===== config.mk =====
export PLATFORM = sky130hd
export DESIGN_NAME = byte_pattern_matcher
export DESIGN_NICKNAME = d
export VERILOG_FILES = /design/src/rtl/byte_pattern_matcher.sv
export SDC_FILE = /design/constraint.sdc
export NUM_CORES = 1
export LEC_CHECK = 0
export BUFFER_PORTS_ARGS = -buffer_cell sky130_fd_sc_hd__buf_2
export CAP_MARGIN = 10
export CORE_UTILIZATION = 56
export DETAILED_ROUTE_END_ITERATION = 16
export MAX_ROUTING_LAYER = met4
export PLACE_DENSITY = 0.84
export RECOVER_POWER = 100
export SETUP_SLACK_MARGIN = 0.02
export SLEW_MARGIN = 20
export SYNTH_ARGS = -nofsm -noshare
export SYNTH_HDL_FRONTEND = slang
export SYNTH_HIERARCHICAL = 1
export SYNTH_SLANG_ARGS = --single-unit

===== constraint.sdc =====
create_clock -name clk -period 2.89 [get_ports clk]
set_input_delay 0.289 -clock clk [delete_from_list [all_inputs] [get_ports clk]]
set_output_delay 0.289 -clock clk [all_outputs]
set_load 0.005 [all_outputs]

===== src/rtl/byte_pattern_matcher.sv =====
// byte_pattern_matcher
//   Streaming byte comparator. A bitwise XNOR against a loaded pattern gives a
//   per-bit equality vector. Masked bits are forced to "equal" before the
//   vector is reduced to a byte match. The block counts consecutive matching
//   valid bytes, pulses outMatch once when the run reaches the threshold, and
//   keeps a saturating count of those pulses.
//
//   Ports
//     clk, rst      rising-edge clock, asynchronous active-high reset
//     inLoad        capture inPattern / inMask / inThreshold and restart the run
//     inPattern     pattern byte
//     inMask        care mask (1 = bit compared)
//     inThreshold   required run length (0 is treated as 1)
//     inClear       zero the hit counter
//     inValid       inData carries a byte this cycle
//     inData        streamed byte
//     outEqual      masked equality vector of the last valid byte
//     outByteMatch  last valid byte matched
//     outRunCount   current consecutive-match count (saturating)
//     outMatch      one-cycle pulse when the run reaches the threshold
//     outHitCount   saturating count of outMatch pulses
//     outState      0 IDLE, 1 RUN, 2 HIT

module xnor_gate_8bit (
    input  logic [7:0] a,
    input  logic [7:0] b,
    output logic [7:0] y
);
    assign y = ~(a ^ b);
endmodule

module byte_pattern_matcher #(
    parameter int RUN_W     = 4,
    parameter int HIT_W     = 8,
    parameter int RETRIGGER = 0
) (
    input  logic             clk,
    input  logic             rst,
    input  logic             inLoad,
    input  logic [7:0]       inPattern,
    input  logic [7:0]       inMask,
    input  logic [RUN_W-1:0] inThreshold,
    input  logic             inClear,
    input  logic             inValid,
    input  logic [7:0]       inData,
    output logic [7:0]       outEqual,
    output logic             outByteMatch,
    output logic [RUN_W-1:0] outRunCount,
    output logic             outMatch,
    output logic [HIT_W-1:0] outHitCount,
    output logic [1:0]       outState
);
    typedef enum logic [1:0] {IDLE = 2'd0, RUN = 2'd1, HIT = 2'd2} state_t;

    localparam logic [RUN_W-1:0] RUN_MAX = '1;
    localparam logic [HIT_W-1:0] HIT_MAX = '1;

    state_t           state;
    logic [7:0]       patternReg, maskReg;
    logic [RUN_W-1:0] thrReg, run;
    logic [7:0]       xnorEq, eq;
    logic             byteMatch, reach;
    logic [RUN_W-1:0] thr, runSat;
    logic [RUN_W:0]   runNext;

    xnor_gate_8bit u_xnor (.a(inData), .b(patternReg), .y(xnorEq));

    assign eq        = xnorEq | ~maskReg;
    assign byteMatch = &eq;
    assign thr       = (thrReg == '0) ? RUN_W'(1) : thrReg;
    // One bit wider so run+1 never wraps before the threshold compare.
    assign runNext   = {1'b0, run} + (RUN_W+1)'(1);
    assign runSat    = (run == RUN_MAX) ? RUN_MAX : runNext[RUN_W-1:0];

    // IDLE uses >= so a threshold of 1 fires on the first byte of a run;
    // HIT never fires again until the run is broken.
    always_comb begin
        reach = 1'b0;
        case (state)
            IDLE:    reach = (runNext >= {1'b0, thr});
            RUN:     reach = (runNext == {1'b0, thr});
            default: reach = 1'b0;
        endcase
    end

    always_ff @(posedge clk or posedge rst) begin
        if (rst) begin
            state        <= IDLE;
            patternReg   <= 8'h00;
            maskReg      <= 8'hFF;
            thrReg       <= RUN_W'(1);
            run          <= '0;
            outEqual     <= 8'h00;
            outByteMatch <= 1'b0;
            outMatch     <= 1'b0;
            outHitCount  <= '0;
        end else begin
            outMatch <= 1'b0;

            // Counts the pulse currently on outMatch; a clear that lands on a
            // pulse keeps that pulse.
            if (inClear)
                outHitCount <= {{(HIT_W-1){1'b0}}, outMatch};
            else if (outMatch && outHitCount != HIT_MAX)
                outHitCount <= outHitCount + HIT_W'(1);

            if (inLoad) begin
                patternReg <= inPattern;
                maskReg    <= inMask;
                thrReg     <= inThreshold;
                run        <= '0;
                state      <= IDLE;
            end else if (inValid) begin
                outEqual     <= eq;
                outByteMatch <= byteMatch;
                if (!byteMatch) begin
                    run   <= '0;
                    state <= IDLE;
                end else if (reach) begin
                    outMatch <= 1'b1;
                    if (RETRIGGER != 0) begin
                        run   <= '0;
                        state <= IDLE;
                    end else begin
                        run   <= runSat;
                        state <= HIT;
                    end
                end else begin
                    run   <= runSat;
                    state <= (state == HIT) ? HIT : RUN;
                end
            end
        end
    end

    assign outRunCount = run;
    assign outState    = state;
endmodule


== Yosys cells after proc, flatten, opt, wreduce, memory -nomap -nowiden ==
Cells that the tools add are included.
Word-level totals
  flip-flop bits (word level): 44
  output and inout port bits: 24
  input port bits: 33
Cells by class
  $add $sub $neg: 2
  equal/unequal tests: 5
  bitwise gates (word level): 5
  multiplexer cells: 17
  reduce and logical (&&, ||, !) cells: 7
  magnitude comparators: 1
Operators by type and width (number)
  $mux 4: 5
  $mux 8: 2
  $not 8->8: 2
  $mux 2: 5
  $add 8x1->8 const B: 1
  $ne 8x8->1 const B: 1
  $or 8x8->8: 1
  $reduce_and 8->1: 1
  $xor 8x8->8: 1
  $add 4x1->5 const B: 1
  $eq 5x4->1: 1
  $ge 5x4->1: 1
  $eq 4x4->1 const B: 1
  $logic_not 4->1: 1
  $mux 1: 4
  $reduce_bool 2->1: 2
  $eq 2x1->1 const B: 1
  $eq 2x2->1 const B: 1
  $logic_not 2->1: 1
  $pmux 1 s2: 1
  $reduce_and 2->1: 1
  $logic_and 1x1->1: 1
  $not 1->1: 1

== Depth between registers and ports, before layout ==
  word-level depth: 8
  mapped depth: 7
  gate-level depth less buffers: 7

== Cells and area by module ==
The synthesis kept the hierarchy.
By module, submodules not included
  byte_pattern_matcher: times used 1, area an instance 2082.0 um^2, seq. area each 1112.3 um^2, cells each 188
  xnor_gate_8bit: times used 1, area an instance 70.1 um^2, seq. area each 0.0 um^2, cells each 8

== Least setup slack after synthesis ==
Ideal clock, no wire load.
  path kind: register to register
  start point: reg run[0], in the netlist outRunCount[0]
  end point: reg state[0], in the netlist outState[0]
  period minus slack after synthesis: 1.757 ns
  setup slack: 1.133 ns
  stages on the path, launching flop included: 8
  buffers on the path: 0
  arrival time: 1.670 ns
  cells stage by stage: dfrtp_1 ha_1 xor2_1 ha_1 and3_1 a31oi_1 nand4_1 o211ai_1
On the way
  word-level cells in the longest chain between the ends: 7
RTL lines
  from (decl): RTL line 60  | logic [RUN_W-1:0] thrReg, run;
  from (signal assigned): RTL line 125  | run <= runSat;
  from (signal assigned): RTL line 129  | run <= runSat;
  $add 4x1->5 (*): RTL line 72  | assign runNext = {1'b0, run} + (RUN_W+1)'(1);
  $ge 5x4->1 / $eq 5x4->1 (equally long branches): RTL line 80, 81
  $pmux 1 s2 (*): RTL line 79  | case (state)
  $mux 2 (*): RTL line 119  | end else if (reach) begin
  $mux 2 (*): RTL line 116  | if (!byteMatch) begin
  $mux 2 (*): RTL line 113  | end else if (inValid) begin
  $mux 2 (*): RTL line 107  | if (inLoad) begin
  to (signal assigned): RTL line 130  | state <= (state == HIT) ? HIT : RUN;
  to (decl): RTL line 58  | state_t state;
Mark *: on every way between the ends. The rest lies on a longest branch, timed or not. The select of a mux whose other input is x is not followed.
A chain may end at the register's enable or synchronous reset.

== Worst setup path in the final report ==
  start point: in inLoad
  end point: reg run[1], in the netlist outRunCount[1]
On the way
  word-level cells in the longest chain between the ends: 1
RTL lines
  from (decl): RTL line 39  | input logic inLoad,
  $mux 4 / $reduce_bool 2->1 (equally long branches)
Parallel ways exist; a longest one is shown, timed or not.

==> results_dict.tcl <==
set metrics [dict create \
    postCtsSetupRepairBufs 0 \
    hold_violations 0 \
    dieArea_sq_mm 0.00409 \
    hpwl_um 3110 \
    cp-end-kind "register" \
    r2r-end "outState[0]$_DFFE_PP0P_" \
    ys_warn_count 6 \
    clockBufferDepth 2 \
    synthTopCellsByArea "dfrtp_1 41%, dfstp_2 11%, mux2_2 8.9%, xnor2_1 4.1%, ha_1 3.5%" \
    drc 0 \
    clkLatencyLatePin_ns 0.30 \
    ys_seq_area_share_pct 51.7 \
    syn_nets 235 \
    drt-total-wl_um 4110 \
    start_util_pct 58.8 \
    reg2reg_slack_ns 0.89 \
    finalSetupViolCount 0 \
    drv_cap 0 \
    final_nets 293 \
    cp.required_ns 3.06 \
    gr-total-overflow 0 \
    vdd_drop_max_mv 0.389 \
    cts_tree "yes" \
    firstDrtPassIters 4 \
    areaGrowthSynthToFinish_pct 17.2 \
    rsz0062_at_grt "no" \
    hold_path_depth 3 \
    dr.first_iter.drc_count 111 \
    status "complete, no violations" \
    h-tree-depth 2 \
    n_fill_cell 299 \
    arrival_ns 2.23 \
    grt_pass1_wl_um 7390 \
    yosysTopAreaCell "dfrtp_1" \
    wire_per_inst_um 13.6 \
    vias 1679 \
    cts_root_buf "clkbuf_8" \
    n_antenna_cell 0 \
    synth_top_cell_area_share_pct 40.7 \
    start_kind "primary input" \
    clock-sinks 44 \
    final_area_sq_mm 0.00252 \
    worstMarginPinSlew_ns 1.14 \
    fin_util_pct 68.9 \
    min_period_ns 2.06 \
    crit_type "primary input to register" \
    drv_slew 0 \
    dpl_cell_area_sq_mm 0.00246 \
    gp_congestion 0.876 \
    final_antenna_net_count 0 \
    core_sq_mm 0.00366 \
    p_leak_uw 0.00117 \
    ios 57 \
    powerDensity_mw_per_mm2 513 \
    die_width_um 64.0 \
    clk_pin_slew_ns 0.08 \
    min_period_over_period_pct 71.2 \
    netlist_area_sq_mm 0.00215 \
    multiInputGateArea_sq_um 960 \
    min_path_type "primary input to register" \
    max_freq_mhz 486 \
    die_h_um 64.0 \
    fin_cells 303 \
    cts.repair.resized 0 \
    final-seq-area_sq_mm 0.00111 \
    clock_skew_ns 0.00418 \
    synth_cells 196 \
    placedCellCount 295 \
    synth-seq-cells 44 \
    antenna_found_initial 0 \
    rr_worst_depth 7 \
    avgViaCountPerCell 5.54 \
    first_global_vias 1615 \
    rr_startpoint "outRunCount[0]$_DFFE_PP0P_" \
    syn_avg_cell_area_sq_um 11.0 \
    ys_types 38 \
    hold_buffers 0 \
    grt_start_max_net_pins 31 \
    slew_headroom_pct 23.9 \
    cts_buffers 5 \
    rows 22 \
    layout-drive-gt1-share_pct 31.8 \
    hp-start "inThreshold[3]" \
    portBuffers 56 \
    grtUsageTotal_pct 24.4 \
    path_max_fanout 25 \
    min_to "thrReg[3]$_DFFE_PP0P_" \
    tns_ns 0 \
]
-- kinds of logic after synthesis --
group                      Yosys count  share of synthesized area, %
buffers and inverters               14                          3.14
AOI/OAI and AO/OA                   37                          10.3
and+or+nand+nor                     65                          17.1
xor gates and xnor gates            12                          4.88
muxes                               18                          9.36
adders and majority gates            6                          3.49
DFF                                 44                          51.7
-- cells in the final DEF, fill, tap and decap left out, types with 2 or more instances in the layout --
cell type	instances
buf_2	45
dfrtp_1	35
nand2_1	20
mux2_2	17
o21ai_0	15
clkbuf_1	14
xnor2_1	10
nor2_1	9
nand3_1	9
dfstp_2	9
inv_1	8
nor2b_1	8
a31oi_1	7
ha_1	6
clkbuf_8	6
a21oi_1	5
and3_1	4
nand4_1	4
a41oi_1	3
xor2_1	2
and2_1	2
nand3b_1	2
o211ai_1	2
-- registers in the layout, indices dropped and copies added, names as in the netlist --
| signal | cells |
|---|---|
| thrReg | 4 |
| maskReg | 8 |
| outRunCount | 4 |
| patternReg | 8 |
| outHitCount | 8 |
| outEqual | 8 |
| outMatch | 1 |
| outState | 2 |
| outByteMatch | 1 |
-- worst max-delay path, stage by stage --
cell and delay, ns:
clkbuf_1 0.82, nand2b_1 0.60, nor3_4 0.14, nand3_1 0.24, o21ai_0 0.13
-- where the power goes --
part / internal, uW / switching (uW) / leakage (uW)
logic: 92.9 / 102 / 0.000585
clock network: 195 / 198 / 0.0000455
registers: 675 / 29.7 / 0.000541
total: 963 / 330 / 0.00117
-- per-stage QoR --
stage	hold WS, ns	setup slack [ns]	total power [uW]
global route	0.203	0.525	1360
detailed placement	0.461	0.954	920
finish	0.195	0.831	1290
floorplan	0.406	1.13	844
global placement	0.454	1.08	912
CTS	0.135	0.935	1310
-- cell usage after synthesis --
master,instances
buf_1,1
dfrtp_1,35
a21oi_1,5
a31oi_1,7
nand3_1,8
nor3_4,1
o22ai_1,1
o21ai_1,3
xnor2_1,10
and4_1,1
or2_2,1
nand3_2,1
mux2_2,17
nor2b_1,8
o211ai_1,2
and4b_1,1
a31o_2,1
and2_1,2
o21ai_0,12
nor4_4,1
dfstp_2,9
clkbuf_1,3
nand2b_4,1
mux2i_1,1
ha_1,6
a211oi_1,1
o31ai_1,1
nand4_1,4
nor2_1,9
a41oi_1,3
inv_1,8
buf_6,2
xor2_1,2
nand2_1,20
nand3b_1,2
nor3_1,1
o21bai_1,1
and3_1,4
-- cell type report --
type	count	share of cell area (%)
inverters	8	1.19
repair buffers	57	10.7
well taps	48	2.38
clock buffers	8	3.57
flip-flops and latches	44	44.1
multi-input cells	138	38.0
-- worst max-delay path by stage --
stage	end	startpoint	slack (ns)
global placement	outState[0]$_DFFE_PP0P_	outRunCount[0]$_DFFE_PP0P_	1.08
CTS	outState[0]$_DFFE_PP0P_	outRunCount[0]$_DFFE_PP0P_	0.93
floorplan	outState[0]$_DFFE_PP0P_	outRunCount[0]$_DFFE_PP0P_	1.13
global route	outState[1]$_DFFE_PP0P_	inLoad	0.52
finish	outRunCount[1]$_DFFE_PP0P_	inLoad	0.83
detailed placement	outState[0]$_DFFE_PP0P_	outRunCount[0]$_DFFE_PP0P_	0.95
-- routing by layer --
layer	track usage (%)	up-vias	share of wire (%)
met2	36.3	73	47
met1	31.5	782	43
met5	-	-	0
met3	6.43	12	7.0
met4	10.2	0	2.6
li1	-	812	-
Power figures use the tool's default switching activity.
